### src/rtl/mdio_pkg.sv
// ============================================================================
//  Package     : mdio_pkg
//  Description : Shared constants, frame field layout and FSM state encoding
//                for the MDIO peripheral.
//  Revision    : 1.0 - initial release
// ============================================================================
`default_nettype none

package mdio_pkg;

  // Frame geometry: a 16-bit header (ST/OP/PHYAD/REGAD/TA) then 16 data bits
  localparam int FRAME_W = 32;
  localparam int HDR_W   = 16;
  localparam int DATA_W  = FRAME_W - HDR_W;
  localparam int CNT_W   = 5;

  // Header field codes
  localparam logic [1:0] ST_START = 2'b01;
  localparam logic [1:0] OP_WRITE = 2'b01;
  localparam logic [1:0] OP_READ  = 2'b10;

  typedef enum logic [2:0] {
    S_IDLE   = 3'd0,
    S_HEADER = 3'd1,
    S_WDATA  = 3'd2,
    S_RDATA  = 3'd3,
    S_DROP   = 3'd4
  } state_e;

  // Header layout, MSB (first bit on the wire) first
  typedef struct packed {
    logic [1:0] st;
    logic [1:0] op;
    logic [4:0] phyad;
    logic [4:0] regad;
    logic [1:0] ta;
  } hdr_t;

endpackage

`default_nettype wire

### src/rtl/mdio_mdc_edge.sv
// ============================================================================
//  Module      : mdio_mdc_edge
//  Description : Holds the previous MDC sample and flags the clk cycle in
//                which MDC is seen high after having been low.
//  Revision    : 1.0 - initial release
//
//  Ports
//    clk        in   system clock, rising edge
//    reset      in   synchronous, active-low reset (clears MDC history)
//    mdc_i      in   management clock, already synchronous to clk
//    mdc_rise_o out  high for the one clk where MDC=1 and history=0
// ============================================================================
`default_nettype none

module mdio_mdc_edge (
  input  logic clk,
  input  logic reset,
  input  logic mdc_i,
  output logic mdc_rise_o
);

  logic mdc_q;

  always_ff @(posedge clk) begin
    if (!reset) begin
      mdc_q <= 1'b0;
    end else begin
      mdc_q <= mdc_i;
    end
  end

  assign mdc_rise_o = mdc_i & ~mdc_q;

endmodule

`default_nettype wire

### src/rtl/mdio_peripheral.sv
// ============================================================================
//  Module      : mdio_peripheral
//  Description : MDIO management-frame receiver. Decodes the 16-bit header,
//                issues one-clk write/read strobes to a register file and
//                serialises read data back to the generator.
//  Revision    : 1.0 - initial release
//
//  Build option
//    MDIO_PHY_ADDR_FILTER_EN  when defined, valid frames whose PHYAD differs
//                             from PHY_ADDR are dropped silently; otherwise
//                             PHYAD is ignored.
//
//  Ports
//    clk        in   system clock, rising edge
//    reset      in   synchronous, active-low reset
//    MDC        in   management clock (<= clk/2, synchronous to clk)
//    MDIO_OUT   in   serial data from generator, MSB first
//    MDIO_OE    in   high while the generator drives MDIO_OUT
//    RD_DATA    in   register-file read data, valid one clk after MEM_RD
//    MDIO_IN    out  serial read data to generator, MSB first
//    ADDR       out  REGAD of the current frame
//    WR_DATA    out  data word of the last completed write frame
//    MEM_WR     out  one-clk write strobe
//    MEM_RD     out  one-clk read strobe
//    BUSY       out  high whenever the FSM is not IDLE
//    FRAME_ERR  out  one-clk pulse on a malformed or aborted frame
// ============================================================================
`default_nettype none

module mdio_peripheral
  import mdio_pkg::*;
#(
  parameter logic [4:0] PHY_ADDR = 5'd0
) (
  input  logic        clk,
  input  logic        reset,
  input  logic        MDC,
  input  logic        MDIO_OUT,
  input  logic        MDIO_OE,
  input  logic [15:0] RD_DATA,
  output logic        MDIO_IN,
  output logic [4:0]  ADDR,
  output logic [15:0] WR_DATA,
  output logic        MEM_WR,
  output logic        MEM_RD,
  output logic        BUSY,
  output logic        FRAME_ERR
);

  localparam logic [CNT_W-1:0] CNT_ONE  = CNT_W'(1);
  localparam logic [CNT_W-1:0] BIT_LAST = CNT_W'(HDR_W - 1);
  localparam logic [CNT_W-1:0] BIT_FULL = CNT_W'(DATA_W);

  state_e              state_q,     state_d;
  logic [CNT_W-1:0]    cnt_q,       cnt_d;
  logic [DATA_W-1:0]   shift_q,     shift_d;
  logic [4:0]          addr_q,      addr_d;
  logic [DATA_W-1:0]   wr_data_q,   wr_data_d;
  logic                mdio_in_q,   mdio_in_d;
  logic                mem_wr_q,    mem_wr_d;
  logic                mem_rd_q,    mem_rd_d;
  logic                frame_err_q, frame_err_d;
  logic                rd_pend_q,   rd_pend_d;

  logic                w_mdc_rise;
  logic [DATA_W-1:0]   w_shift_in;
  hdr_t                w_hdr;
  logic                w_st_ok;
  logic                w_op_wr;
  logic                w_op_rd;
  logic                w_phy_ok;
  logic                w_unused;

  mdio_mdc_edge u_mdc_edge (
    .clk        (clk),
    .reset      (reset),
    .mdc_i      (MDC),
    .mdc_rise_o (w_mdc_rise)
  );

  // The word as it will look once the current MDIO_OUT bit is shifted in;
  // on the 16th header rise this is the complete header.
  assign w_shift_in = {shift_q[DATA_W-2:0], MDIO_OUT};
  assign w_hdr      = w_shift_in;
  assign w_st_ok    = (w_hdr.st == ST_START);
  assign w_op_wr    = (w_hdr.op == OP_WRITE);
  assign w_op_rd    = (w_hdr.op == OP_READ);

`ifdef MDIO_PHY_ADDR_FILTER_EN
  assign w_phy_ok = (w_hdr.phyad == PHY_ADDR);
  assign w_unused = ^w_hdr.ta;
`else
  assign w_phy_ok = 1'b1;
  assign w_unused = ^{w_hdr.ta, w_hdr.phyad, PHY_ADDR};
`endif

  always_ff @(posedge clk) begin
    if (!reset) begin
      state_q     <= S_IDLE;
      cnt_q       <= '0;
      shift_q     <= '0;
      addr_q      <= '0;
      wr_data_q   <= '0;
      mdio_in_q   <= 1'b0;
      mem_wr_q    <= 1'b0;
      mem_rd_q    <= 1'b0;
      frame_err_q <= 1'b0;
      rd_pend_q   <= 1'b0;
    end else begin
      state_q     <= state_d;
      cnt_q       <= cnt_d;
      shift_q     <= shift_d;
      addr_q      <= addr_d;
      wr_data_q   <= wr_data_d;
      mdio_in_q   <= mdio_in_d;
      mem_wr_q    <= mem_wr_d;
      mem_rd_q    <= mem_rd_d;
      frame_err_q <= frame_err_d;
      rd_pend_q   <= rd_pend_d;
    end
  end

  always_comb begin
    state_d     = state_q;
    cnt_d       = cnt_q;
    shift_d     = shift_q;
    addr_d      = addr_q;
    wr_data_d   = wr_data_q;
    mdio_in_d   = mdio_in_q;
    mem_wr_d    = 1'b0;
    mem_rd_d    = 1'b0;
    frame_err_d = 1'b0;
    // Marks the clk in which RD_DATA answers the previous MEM_RD
    rd_pend_d   = mem_rd_q;

    case (state_q)
      S_IDLE: begin
        if (w_mdc_rise && MDIO_OE) begin
          shift_d = {{(DATA_W-1){1'b0}}, MDIO_OUT};
          cnt_d   = CNT_ONE;
          state_d = S_HEADER;
        end
      end

      S_HEADER: begin
        if (!MDIO_OE) begin
          frame_err_d = 1'b1;
          cnt_d       = '0;
          state_d     = S_IDLE;
        end else if (w_mdc_rise) begin
          shift_d = w_shift_in;
          cnt_d   = cnt_q + CNT_ONE;
          if (cnt_q == BIT_LAST) begin
            addr_d = w_hdr.regad;
            cnt_d  = '0;
            if (w_st_ok && w_op_wr && w_phy_ok) begin
              state_d = S_WDATA;
            end else if (w_st_ok && w_op_rd && w_phy_ok) begin
              mem_rd_d = 1'b1;
              state_d  = S_RDATA;
            end else begin
              // A well-formed frame for another PHY is skipped quietly
              frame_err_d = !(w_st_ok && (w_op_wr || w_op_rd));
              state_d     = S_DROP;
            end
          end
        end
      end

      S_WDATA: begin
        // Completion wins over OE: the generator may release the line
        // right after the last data bit.
        if (cnt_q == BIT_FULL) begin
          wr_data_d = shift_q;
          mem_wr_d  = 1'b1;
          cnt_d     = '0;
          state_d   = S_IDLE;
        end else if (!MDIO_OE) begin
          frame_err_d = 1'b1;
          cnt_d       = '0;
          state_d     = S_IDLE;
        end else if (w_mdc_rise) begin
          shift_d = w_shift_in;
          cnt_d   = cnt_q + CNT_ONE;
        end
      end

      S_RDATA: begin
        // cnt_q == 0 means the word is not loaded yet; MDC rises are
        // ignored until RD_DATA has been captured.
        if (rd_pend_q) begin
          shift_d   = RD_DATA;
          mdio_in_d = RD_DATA[DATA_W-1];
          cnt_d     = CNT_ONE;
        end else if (w_mdc_rise && (cnt_q != '0)) begin
          if (cnt_q == BIT_FULL) begin
            mdio_in_d = 1'b0;
            cnt_d     = '0;
            state_d   = S_IDLE;
          end else begin
            shift_d   = {shift_q[DATA_W-2:0], 1'b0};
            mdio_in_d = shift_q[DATA_W-2];
            cnt_d     = cnt_q + CNT_ONE;
          end
        end
      end

      S_DROP: begin
        if (w_mdc_rise) begin
          cnt_d = cnt_q + CNT_ONE;
          if (cnt_q == BIT_LAST) begin
            cnt_d   = '0;
            state_d = S_IDLE;
          end
        end
      end

      default: begin
        cnt_d     = '0;
        mdio_in_d = 1'b0;
        state_d   = S_IDLE;
      end
    endcase
  end

  assign MDIO_IN   = mdio_in_q;
  assign ADDR      = addr_q;
  assign WR_DATA   = wr_data_q;
  assign MEM_WR    = mem_wr_q;
  assign MEM_RD    = mem_rd_q;
  assign BUSY      = (state_q != S_IDLE);
  assign FRAME_ERR = frame_err_q;

endmodule

`default_nettype wire

### config.mk
export PLATFORM = sky130hd
export DESIGN_NAME = mdio_peripheral
export DESIGN_NICKNAME = d
export VERILOG_FILES = /design/src/rtl/mdio_pkg.sv /design/src/rtl/mdio_mdc_edge.sv /design/src/rtl/mdio_peripheral.sv
export SDC_FILE = /design/constraint.sdc
export NUM_CORES = 1
export LEC_CHECK = 0
export ABC_CLOCK_PERIOD_IN_PS = 2320
export CAP_MARGIN = 10
export CORE_MARGIN = 2
export CORE_UTILIZATION = 54
export CTS_BUF_LIST = sky130_fd_sc_hd__clkbuf_2
export DETAILED_ROUTE_END_ITERATION = 7
export PLACE_DENSITY = 0.85
export SLEW_MARGIN = 20
export SYNTH_ARGS = -nofsm -noshare
export SYNTH_HDL_FRONTEND = slang
export SYNTH_HIERARCHICAL = 1
export SYNTH_SLANG_ARGS = --single-unit
export TNS_END_PERCENT = 5
### constraint.sdc
create_clock -name clk -period 2.32 [get_ports clk]
set_input_delay 0.464 -clock clk [delete_from_list [all_inputs] [get_ports clk]]
set_output_delay 0.464 -clock clk [all_outputs]
set_load 0.05 [all_outputs]
== Yosys cells after proc, flatten, opt, wreduce, memory -nomap -nowiden ==
Index checks and enable logic that the tools add are counted.
Word-level totals
  logic and storage cells: 109
  output and inout bits: 26
  register bits after elaboration: 51
  input port bits: 21
Operators by class
  $add $sub $neg: 1
  bitwise logic cells: 8
  reductions and logical operators: 20
  equal/unequal tests: 22
  multiplexer cells: 47
Operators by type and width (number)
  2-to-1 mux 16 bit: 7
  case mux 16 bit (4 select lines): 1
  2-to-1 mux 5 bit: 10
  2-to-1 mux 3 bit: 13
  case mux 5 bit (5 select lines): 1
  inequality test 3 bit, second input constant: 5
  case mux 3 bit (5 select lines): 1
  inequality test 2 bit, second input constant: 7
  2-to-1 mux 1 bit: 12
  AND reduction 9 bit: 1
  inverter 1 bit: 7
  == test 3 x 2 -> 1 bit, second input constant: 2
  AND reduction 2 bit: 3
  OR reduction 6 bit: 1
  adder 5 x 1 -> 5 bit, second input constant: 1
  == test 5 x 4 -> 1 bit, second input constant: 1
  == test 5 bit, second input constant: 1
  logical AND 1 bit: 5
  AND reduction 5 bit: 1
  nonzero test 5 bit: 1
  == test 2 x 1 -> 1 bit, second input constant: 2
  inequality test 4 bit, second input constant: 1
  case mux 1 bit (2 select lines): 2
  AND reduction 4 bit: 1
  other kinds (11): 11

== Depth between registers and ports, before layout ==
Gate-level depths: netlist of the first run.
  depth after elaboration: 10
  mapped depth: 9
  depth with buffers taken out: 8

== Modules after synthesis ==
The synthesis of the first run kept the hierarchy.
By module, submodules not included
  mdio_peripheral: cells each 310, area an instance 2621.3 um^2, sequential area each 1001.0 um^2, instances 1
  mdio_mdc_edge: cells each 3, area an instance 40.0 um^2, sequential area each 20.0 um^2, instances 1

== Least setup slack after synthesis of the first run ==
No wires, ideal clock.
  path type: reg2reg
  start point: reg cnt_q[0]
  end point: reg cnt_q[1]
  path buffers: 1
  data required time: 2.253 ns
  stages on the path, launching flop included: 9
  setup time: 0.067 ns
  path slack: 0.326 ns
  arrival: 1.927 ns
  clock period less this slack: 1.994 ns
  cell sequence: dfxtp_1 -> inv_1 -> ha_1 -> or4b_4 -> a211o_1 -> and3_1 -> buf_6 -> a21o_1 -> a21oi_2
On the way
  longest elaborated chain between the ends: 5
  elaborated cells between the ends (all ways): 18
  classes of those cells: 1 x add/sub; 4 x eq/ne; 10 x mux; 3 x reduce/logical
RTL lines
  start: declaration: line mdio_peripheral.sv:55  | logic [CNT_W-1:0] cnt_q, cnt_d;
  start signal: assignment: line mdio_peripheral.sv:111  | cnt_q <= cnt_d;
  adder 5 x 1 -> 5 bit (tied with other cells)
  2-to-1 mux 5 bit, on equally long branches
  2-to-1 mux 5 bit, on equally long branches: line mdio_peripheral.sv:195, mdio_peripheral.sv:150, mdio_peripheral.sv:178
  2-to-1 mux 5 bit, on equally long branches: line mdio_peripheral.sv:191, mdio_peripheral.sv:146, mdio_peripheral.sv:173
  case mux 5 bit (5 select lines): line mdio_peripheral.sv:136  | case (state_q)
Several ways; a longest one is shown, not always the timed one. The select of a mux whose other input is x is not followed.
A chain may end at the register's enable or synchronous reset.

== Final worst setup path of the first run ==
  start point: reg state_q[0]
  end point: out BUSY
On the way
  longest elaborated chain between the ends: 1
RTL lines
  start: declaration: line mdio_peripheral.sv:54  | state_e state_q, state_d;
  start signal: assignment: line mdio_peripheral.sv:110  | state_q <= state_d;
  nonzero test 3 bit: line mdio_peripheral.sv:231  | assign BUSY = (state_q != S_IDLE);
  end: declaration: line mdio_peripheral.sv:46  | output logic BUSY,
Every way passes these cells.

==> results.json, run 1 <==
{
  "die_x_um": 74.20,
  "drive_gt1_frac": 0.08611,
  "rsz0062_at_grt": "false",
  "grt_pass1_wl_um": 10430,
  "p_comb_frac": 0.247,
  "cts_setup_buffers": 0,
  "postSynth.asyncResetShare": 0,
  "cts_resized": 0,
  "cts_tree": "built",
  "fillers": 381,
  "core_area_mm2": 0.004723,
  "area_delta_synth_final_pct": 24.96,
  "grtUsageTotal": 0.2439,
  "p_leak_nw": 1.285,
  "place.gp.congestion": 0.8743,
  "vias": 2450,
  "internal_power_w": 0.001297,
  "drtIter0Drc": 127,
  "dieHeight_um": 74.20,
  "clock_sinks": 51,
  "status": "finished clean",
  "diodes": 0,
  "viasPerCell": 5.738,
  "criticalPathCategory": "reg2out",
  "cts_hold_buf": 0,
  "crit_arrival_ns": 1.74,
  "ant_nets": 0,
  "drt_pass1_iterations": 4,
  "synth_edf_count": 0,
  "clock-root-buffer": "clkbuf_2",
  "numCtsBuffers": 5,
  "wl_per_cell_um": 15.12,
  "start_kind": "flip-flop",
  "place_inst": 419,
  "powerDensity_mw_per_mm2": 566.5,
  "worstMarginPinSlew_ns": 0.5131,
  "pwr-share-seq": 0.498,
  "nets": 386,
  "num_rows": 25,
  "hpwl_um": 4605,
  "vdd_drop_max_mv": 0.4098,
  "hold_path.class": "reg2reg",
  "p_clk_frac": 0.254,
  "skew_ns": 0.006159,
  "antenna_found_initial": 0,
  "max_freq_mhz": 452.9,
  "slew_viol_final": 0,
  "synth_nets": 340,
  "netlist_area_mm2": 0.002661,
  "start_util": 0.5634,
  "cap_viol_max_count": 0,
  "period_share": 0.9518,
  "yosysSeqAreaShare": 0.3836,
  "cts_buffer_depth": 2,
  "first_global_vias": 2322,
  "min_period_ns": 2.208,
  "switchingPower_w": 0.0005875,
  "endpoint_kind": "output pin",
  "final-setup-viol-count": 0,
  "syn-instance-count": 313,
  "total_power_w": 0.001884,
  "switching_share": 0.3118,
  "io_buffers": 46,
  "synth_area_per_cell_um2": 8.503,
  "clk_pin_slew_worst_paths_ns": 0.26,
  "synth_cell_type_count": 48,
  "cts_max_level": 2,
  "r2r_setup_slack_ns": 0.15,
  "clk_latency_ns": 0.44,
  "routed_wl_um": 6455,
  "grt-ovfl-total": 0,
  "synth_warnings": 6,
  "synth_flop_cell": "dfxtp_1",
  "crit_fanout": 13,
  "crit_required_ns": 1.86,
  "hold_viol": 0,
  "slew-limit-headroom": 0.6543,
  "drc": 0,
  "fin_cells": 427,
  "grt_max_degree": 37,
  "die-area_mm2": 0.005506,
  "synth_seq_cells": 51,
  "ios": 47
}
per-layer routing:
layer,GRT usage,wire (µm),part of all wire,vias to the layer above
li1,-,-,-,1221
met1,0.3087,2938,0.46,1167
met2,0.4236,3192,0.49,53
met3,0.02981,219,0.034,9
met4,0.09495,104,0.016,0
met5,0,0,0,-
stage by stage:
step | setup TNS [ns] | instance area [µm²] | utilization | hold slack [ns] | setup WS [ns]
global route | 0 | 3326 | 0.7041 | 0.5179 | 0.009463
CTS | 0 | 3326 | 0.7041 | 0.4956 | 0.1032
global placement | 0 | 3258 | 0.6898 | 0.4464 | 0.01483
detailed placement | -0.1703 | 3258 | 0.6898 | 0.4553 | -0.04414
finish | 0 | 3326 | 0.7041 | 0.4943 | 0.1119
floorplan | 0 | 2661 | - | 0.4312 | 0.3260
cell usage after synthesis (2+ instances only):
cell type / count / area share
nor3b_1: 2 / 0.0056
nand2_1: 22 / 0.031
nor3_1: 4 / 0.0075
o21ai_0: 6 / 0.011
a22oi_1: 15 / 0.042
clkbuf_1: 14 / 0.020
buf_2: 7 / 0.013
buf_1: 2 / 0.0028
a21o_1: 3 / 0.0085
inv_1: 8 / 0.011
o22ai_1: 2 / 0.0047
a31oi_1: 2 / 0.0047
a22o_1: 15 / 0.049
o211ai_1: 2 / 0.0056
nor2_1: 34 / 0.048
nand4_1: 2 / 0.0047
nand4b_1: 2 / 0.0066
ha_1: 6 / 0.028
and2_1: 3 / 0.0071
nand3b_1: 2 / 0.0056
nor2b_1: 4 / 0.0094
mux2i_1: 23 / 0.087
or3_1: 18 / 0.042
nor4bb_1: 2 / 0.0075
nand3_1: 2 / 0.0038
a21oi_1: 29 / 0.055
buf_6: 2 / 0.0085
dfxtp_1: 51 / 0.38
nand2b_1: 4 / 0.0094
and3_1: 7 / 0.016
final cells by class:
cell class	instances	area, µm²	share of cell area
Clock inverter	3	42.54	0.01279
Sequential cell	51	1021	0.3070
Tap cell	67	83.83	0.02521
Clock buffer	5	25.02	0.007524
Inverter	9	33.78	0.01016
Multi-Input combinational cell	227	1481	0.4454
Timing Repair Buffer	65	638.1	0.1919
cell families (layout without fill, tap and decap cells):
logic type               after synthesis  in the layout  share of synthesized area
XOR/XNOR                               1              1                   0.003292
adder cells (fa/ha/maj)                6              6                    0.02821
buffers and inverters                 35             82                    0.05971
AO/OA/AOI/OAI                         85             85                     0.2153
AND/OR/NAND/NOR                      112            112                     0.2233
multiplexers                          23             23                    0.08651
flip-flops                            51             51                     0.3836
flip-flops by register name, indices dropped and copies added (netlist names), 3 cells and up:
signal,count
WR_DATA,16
ADDR,5
cnt_q,5
state_q,3
shift_q,16
path summary, 6_finish.rpt:
path	cells after the start	from	endpoint
min reg2reg	2	shift_q[15]$_SDFFE_PN0P_	shift_q[15]$_SDFFE_PN0P_
max	3	state_q[0]$_SDFFE_PN0P_	BUSY
max reg2reg	9	cnt_q[0]$_SDFFE_PN0P_	shift_q[12]$_SDFFE_PN0P_
min	2	shift_q[15]$_SDFFE_PN0P_	shift_q[15]$_SDFFE_PN0P_
power groups by stage:
| stage | clock network (W) | logic, W | registers (W) |
|---|---|---|---|
| detailed placement | 0 | 0.000462 | 0.000954 |
| global placement | 0 | 0.000449 | 0.000954 |
| finish | 0.000479 | 0.000466 | 0.000939 |
| global route | 0.000513 | 0.000507 | 0.000942 |
| floorplan | 0 | 0.000315 | 0.000938 |
| CTS | 0.000486 | 0.000465 | 0.000938 |
critical path: stages, from the launching register on:
cell and delay [ns]:
dfxtp_1 0.51, buf_4 0.22, or3_1 0.39, buf_12 0.18
placed cells by master (no fill, tap or decap), types with 2 or more instances in the layout:
cell             synthesis  final
o21ai_0                  6      6
nor2_1                  34     34
and2_1                   3      3
nor4bb_1                 2      2
nand3_1                  2      2
a31oi_1                  2      2
o22ai_1                  2      2
clkdlybuf4s50_1          0     45
nor3_1                   4      4
dfxtp_1                 51     51
and3_1                   7      7
a22o_1                  15     15
ha_1                     6      6
a21o_1                   3      3
nor2b_1                  4      4
nand4_1                  2      2
o211ai_1                 2      2
a21oi_1                 29     29
or3_1                   18     18
clkbuf_2                 0      5
nand4b_1                 2      2
nor3b_1                  2      2
buf_12                   0      3
nand2b_1                 4      4
buf_4                    1     17
nand2_1                 22     22
clkinv_1                 1      2
mux2i_1                 23     23
a22oi_1                 15     15
nand3b_1                 2      2
inv_1                    8      8
(Power assumes the default switching activity.)
==> run 2: changes to the inputs <==
--- a/config.mk
+++ b/config.mk
@@ -8,10 +8,10 @@
 export ABC_CLOCK_PERIOD_IN_PS = 2320
 export CAP_MARGIN = 10
 export CORE_MARGIN = 2
-export CORE_UTILIZATION = 54
+export CORE_UTILIZATION = 45
 export CTS_BUF_LIST = sky130_fd_sc_hd__clkbuf_2
 export DETAILED_ROUTE_END_ITERATION = 7
-export PLACE_DENSITY = 0.85
+export PLACE_DENSITY = 0.73
 export SLEW_MARGIN = 20
 export SYNTH_ARGS = -nofsm -noshare
 export SYNTH_HDL_FRONTEND = slang
==> results.json, run 2 (synthesized netlist as in run 1, its figures left out) <==
{
  "crit_end": "shift_q[0]$_SDFFE_PN0P_",
  "io_buffers": 46,
  "clock-root-buffer": "clkbuf_2",
  "endpoint_kind": "flip-flop",
  "cp_slowest_cell": "or4b_4",
  "cp_top_family": "simple AND/OR/NAND/NOR gates",
  "total_power_w": 0.001903,
  "antenna_found_initial": 0,
  "use_met1": 0.2952,
  "met2_usage": 0.3231,
  "criticalPathCategory": "reg2reg",
  "routed_wl_um": 6488,
  "diodes": 0,
  "crit_start": "cnt_q[0]$_SDFFE_PN0P_",
  "wl_per_cell_um": 14.78,
  "grtUsageTotal": 0.2098,
  "max_stage_delay_ns": 0.48,
  "cts_buffer_depth": 2,
  "nets": 390,
  "r2r_setup_slack_ns": 0.12,
  "grt-ovfl-total": 0,
  "num_rows": 28,
  "powerDensity_mw_per_mm2": 564.5,
  "grt_max_degree": 30,
  "use_met3": 0.04111,
  "layout_common_cells": "dfxtp_1 (50), clkdlybuf4s50_1 (45), nor2_1 (34)",
  "grt.busiest_layer": "met2",
  "skew_ns": 0.02213,
  "utilization": 0.5796,
  "placed_cell_area_mm2": 0.003298,
  "design_area_mm2": 0.003371,
  "hpwl_um": 4516,
  "start_util": 0.4576,
  "die-area_mm2": 0.006545,
  "cts_max_level": 2,
  "clk_pin_slew_worst_paths_ns": 0.28,
  "hold_path.class": "reg2reg",
  "slew_viol_final": 0,
  "max_freq_mhz": 454.7,
  "timing.rr.start": "cnt_q[0]$_SDFFE_PN0P_",
  "crit_chain": "inv_1 > ha_1 > or4b_4 > a211o_1 > nand3_2 > buf_12 > buf_4 > mux2i_1 > nor2_1",
  "first_global_vias": 2246,
  "cap_viol_max_count": 0,
  "whs_ns": 0.4808,
  "ios": 47,
  "layout_commonest_cell": "dfxtp_1",
  "worstRegToRegCells": 9,
  "numCtsBuffers": 5,
  "drc": 0,
  "place.gp.congestion": 0.9173,
  "vias": 2464,
  "clk_latency_ns": 0.45,
  "drtIter0Drc": 159,
  "slew-limit-headroom": 0.6678,
  "ant_nets": 0,
  "status": "finished clean",
  "cts_tree": "built",
  "p_leak_nw": 1.301,
  "path_depth": 9,
  "drive_gt1_frac": 0.1016,
  "clock_sinks": 51,
  "r2r-end": "shift_q[0]$_SDFFE_PN0P_",
  "core_area_mm2": 0.005816,
  "grt_pass1_wl_um": 10800,
  "crit_arrival_ns": 2.57,
  "area_delta_synth_final_pct": 26.66,
  "rsz0062_at_grt": "false",
  "final.setup.tns_ns": 0,
  "drt_pass1_iterations": 5,
  "vdd_drop_max_mv": 0.2970,
  "crit_required_ns": 2.69,
  "crit_buf_inv": 3,
  "die_x_um": 80.90,
  "start_kind": "flip-flop",
  "viasPerCell": 5.613,
  "hold_viol": 0,
  "crit_fanout": 29,
  "dieHeight_um": 80.90,
  "min_period_ns": 2.199,
  "worstMarginPinSlew_ns": 0.4931,
  "final-setup-viol-count": 0,
  "period_share": 0.9479
}
-- run 2: changes by cell type in the layout (fill, tap and decap cells not counted), sizes merged --
cell      change
clkinv        -1
clkinvlp      +1
buf           +4
-- run 2: metal layers --
layer | vias to the layer above | part of all wire
met5 | - | 0
met1 | 1164 | 0.47
met2 | 69 | 0.47
met4 | 0 | 0.0091
li1 | 1225 | -
met3 | 6 | 0.052
-- run 2: report_power, final --
group          internal (W)  total (W)  leakage [nW]  switching, W
Combinational      0.000217   0.000477         0.850      0.000260
Clock              0.000186   0.000490        0.0396      0.000305
Sequential         0.000902   0.000936         0.412     0.0000338
-- run 2: worst min-delay path, stage by stage, from the launching register on --
cell     delay (ns)
dfxtp_1        0.38
nand2_1        0.05
a21oi_1        0.05
-- run 2: layout make-up --
| type | count | area, µm² |
|---|---|---|
| tap | 75 | 93.84 |
| clock inverter | 3 | 46.29 |
| clock buffer | 5 | 25.02 |
| sequential | 51 | 1022 |
| inverter | 9 | 33.78 |
| multi-input combinational | 227 | 1481 |
| fill | 564 | 2445 |
| timing repair buffer | 69 | 668.1 |
-- run 2: stage by stage --
| step | worst slack (ns) | cells |
|---|---|---|
| floorplan | 0.3260 | 313 |
| global placement | 0.01202 | 431 |
| detailed placement | -0.01936 | 431 |
| CTS | 0.1253 | 439 |
| global route | 0.002551 | 439 |
| finish | 0.1209 | 439 |
-- run 2: worst min path at each step --
| stage | from | endpoint | cells after the start |
|---|---|---|---|
| 2_1_floorplan | shift_q[15]$_SDFFE_PN0P_ | shift_q[15]$_SDFFE_PN0P_ | 2 |
| 3_5_place_dp | shift_q[15]$_SDFFE_PN0P_ | shift_q[15]$_SDFFE_PN0P_ | 2 |
| 5_1_grt | shift_q[15]$_SDFFE_PN0P_ | shift_q[15]$_SDFFE_PN0P_ | 2 |
| 6_report | shift_q[15]$_SDFFE_PN0P_ | shift_q[15]$_SDFFE_PN0P_ | 2 |
| 4_1_cts | shift_q[15]$_SDFFE_PN0P_ | shift_q[15]$_SDFFE_PN0P_ | 2 |
| 3_3_place_gp | MEM_RD$_SDFF_PP0_ | rd_pend_q$_SDFF_PN0_ | 1 |
-- run 2: timing repair --
item / in CTS / in global routing
gates resized for setup: 0 / 1
hold buffers: 0 / 0
setup endpoints to repair: 0 / 1
buffers inserted: 0 / 0
==> run 3: changes to the inputs <==
--- a/config.mk
+++ b/config.mk
@@ -12,6 +12,7 @@
 export CTS_BUF_LIST = sky130_fd_sc_hd__clkbuf_2
 export DETAILED_ROUTE_END_ITERATION = 7
 export PLACE_DENSITY = 0.73
+export SETUP_SLACK_MARGIN = 0.4
 export SLEW_MARGIN = 20
 export SYNTH_ARGS = -nofsm -noshare
 export SYNTH_HDL_FRONTEND = slang
==> results.json, run 3 (synthesized netlist as in run 1, its figures left out) <==
{
  "dieHeight_um": 80.90,
  "hold_path.class": "reg2reg",
  "layout_common_cells": "dfxtp_1 (48), clkdlybuf4s50_1 (42), nor2_1 (34)",
  "timing.rr.start": "cnt_q[1]$_SDFFE_PN0P_",
  "cap_viol_max_count": 0,
  "first_global_vias": 2254,
  "status": "finished clean",
  "viasPerCell": 5.602,
  "total_power_w": 0.002019,
  "die_x_um": 80.90,
  "vias": 2476,
  "area_delta_synth_final_pct": 31.31,
  "clock_sinks": 51,
  "place.gp.congestion": 0.8638,
  "drive_gt1_frac": 0.1308,
  "start_util": 0.4576,
  "num_rows": 28,
  "slew-limit-headroom": 0.6351,
  "clk_latency_ns": 0.43,
  "drt_pass1_iterations": 4,
  "hold_path_end": "shift_q[9]$_SDFFE_PN0P_",
  "criticalPathCategory": "reg2out",
  "p_leak_nw": 1.378,
  "rsz0062_at_grt": "true",
  "cts_tree": "built",
  "skew_ns": 0.01707,
  "antenna_found_initial": 0,
  "core_area_mm2": 0.005816,
  "slew_viol_final": 0,
  "ant_nets": 0,
  "cts_max_level": 2,
  "ios": 47,
  "final-setup-viol-count": 0,
  "start_kind": "flip-flop",
  "powerDensity_mw_per_mm2": 577.9,
  "cts_buffer_depth": 2,
  "worstRegToRegCells": 9,
  "crit_required_ns": 1.86,
  "layout_commonest_cell": "dfxtp_1",
  "endpoint_kind": "output pin",
  "max_freq_mhz": 473.3,
  "die-area_mm2": 0.006545,
  "period_share": 0.9106,
  "cts_hold_buf": 0,
  "clk_pin_slew_worst_paths_ns": 0.28,
  "numCtsBuffers": 5,
  "routed_wl_um": 6754,
  "grt-ovfl-total": 0,
  "crit_fanout": 11,
  "crit_arrival_ns": 1.65,
  "fillers": 542,
  "wl_per_cell_um": 15.28,
  "vdd_drop_max_mv": 0.3266,
  "hpwl_um": 4516,
  "grt_max_degree": 49,
  "holdPathStages": 2,
  "final.setup.tns_ns": 0,
  "nets": 393,
  "drc": 0,
  "io_buffers": 46,
  "grt_pass1_wl_um": 10720,
  "hold_viol": 0,
  "drtIter0Drc": 208,
  "grtUsageTotal": 0.2088,
  "r2r_setup_slack_ns": 0.24,
  "diodes": 0,
  "worstMarginPinSlew_ns": 0.5417,
  "r2r-end": "shift_q[12]$_SDFFE_PN0P_",
  "min_period_ns": 2.113,
  "worstHoldStart": "shift_q[9]$_SDFFE_PN0P_",
  "clock-root-buffer": "clkbuf_2"
}
[run 3: final cells by class]
type / count / area, µm² / area share
Clock buffer: 5 / 25.02 / 0.007161
Clock inverter: 3 / 42.54 / 0.01217
Inverter: 9 / 36.28 / 0.01038
Multi-Input combinational cell: 227 / 1531 / 0.4382
Sequential cell: 51 / 1027 / 0.2940
Tap cell: 75 / 93.84 / 0.02685
Timing Repair Buffer: 72 / 738.2 / 0.2112
[run 3: stage by stage]
step           setup WS, ns  cell area, µm²  hold WS (ns)  utilization  std cells
2_1_floorplan        0.4156            2674        0.4312            -        313
3_3_place_gp        0.02717            3293        0.4438       0.5663        427
3_5_place_dp       -0.03099            3293        0.4531       0.5663        427
4_1_cts              0.2013            3358        0.4956       0.5775        435
5_1_grt              0.1276            3495        0.5277       0.6009        442
6_report             0.2074            3495        0.5067       0.6009        442
[run 3: what timing repair did]
| action | in CTS | in global routing |
|---|---|---|
| gates cloned | 0 | 2 |
| setup endpoints to repair | 48 | 55 |
| buffers inserted | 0 | 5 |
| pin swaps | 0 | 6 |
| resized for setup | 2 | 13 |
[run 3: per-layer routing]
| layer | share of wire | wire (µm) | GRT usage |
|---|---|---|---|
| met1 | 0.47 | 3154 | 0.2762 |
| met2 | 0.47 | 3148 | 0.3355 |
| met5 | 0 | 0 | 0 |
| met3 | 0.049 | 331 | 0.04556 |
| met4 | 0.018 | 119 | 0.07458 |
[run 3: critical path: stages (launching register included)]
cell and delay [ns]:
dfxtp_1 0.45, buf_4 0.20, or3_1 0.38, buf_12 0.18
[run 3: how the worst max path moves through the flow]
stage / from / to / slack, ns
6_report: state_q[0]$_SDFFE_PN0P_ / BUSY / 0.21
3_5_place_dp: MDC / shift_q[14]$_SDFFE_PN0P_ / -0.03
3_3_place_gp: MDC / shift_q[12]$_SDFFE_PN0P_ / 0.03
4_1_cts: state_q[0]$_SDFFE_PN0P_ / BUSY / 0.20
5_1_grt: WR_DATA[12]$_SDFFE_PN0P_ / WR_DATA[12] / 0.13
2_1_floorplan: cnt_q[0]$_SDFFE_PN0P_ / cnt_q[1]$_SDFFE_PN0P_ / 0.42
[run 3: power by group]
part	internal [W]	total, W	switching [W]
clock network	0.000183	0.000483	0.000300
logic	0.000306	0.000604	0.000298
registers	0.000903	0.000932	0.0000293
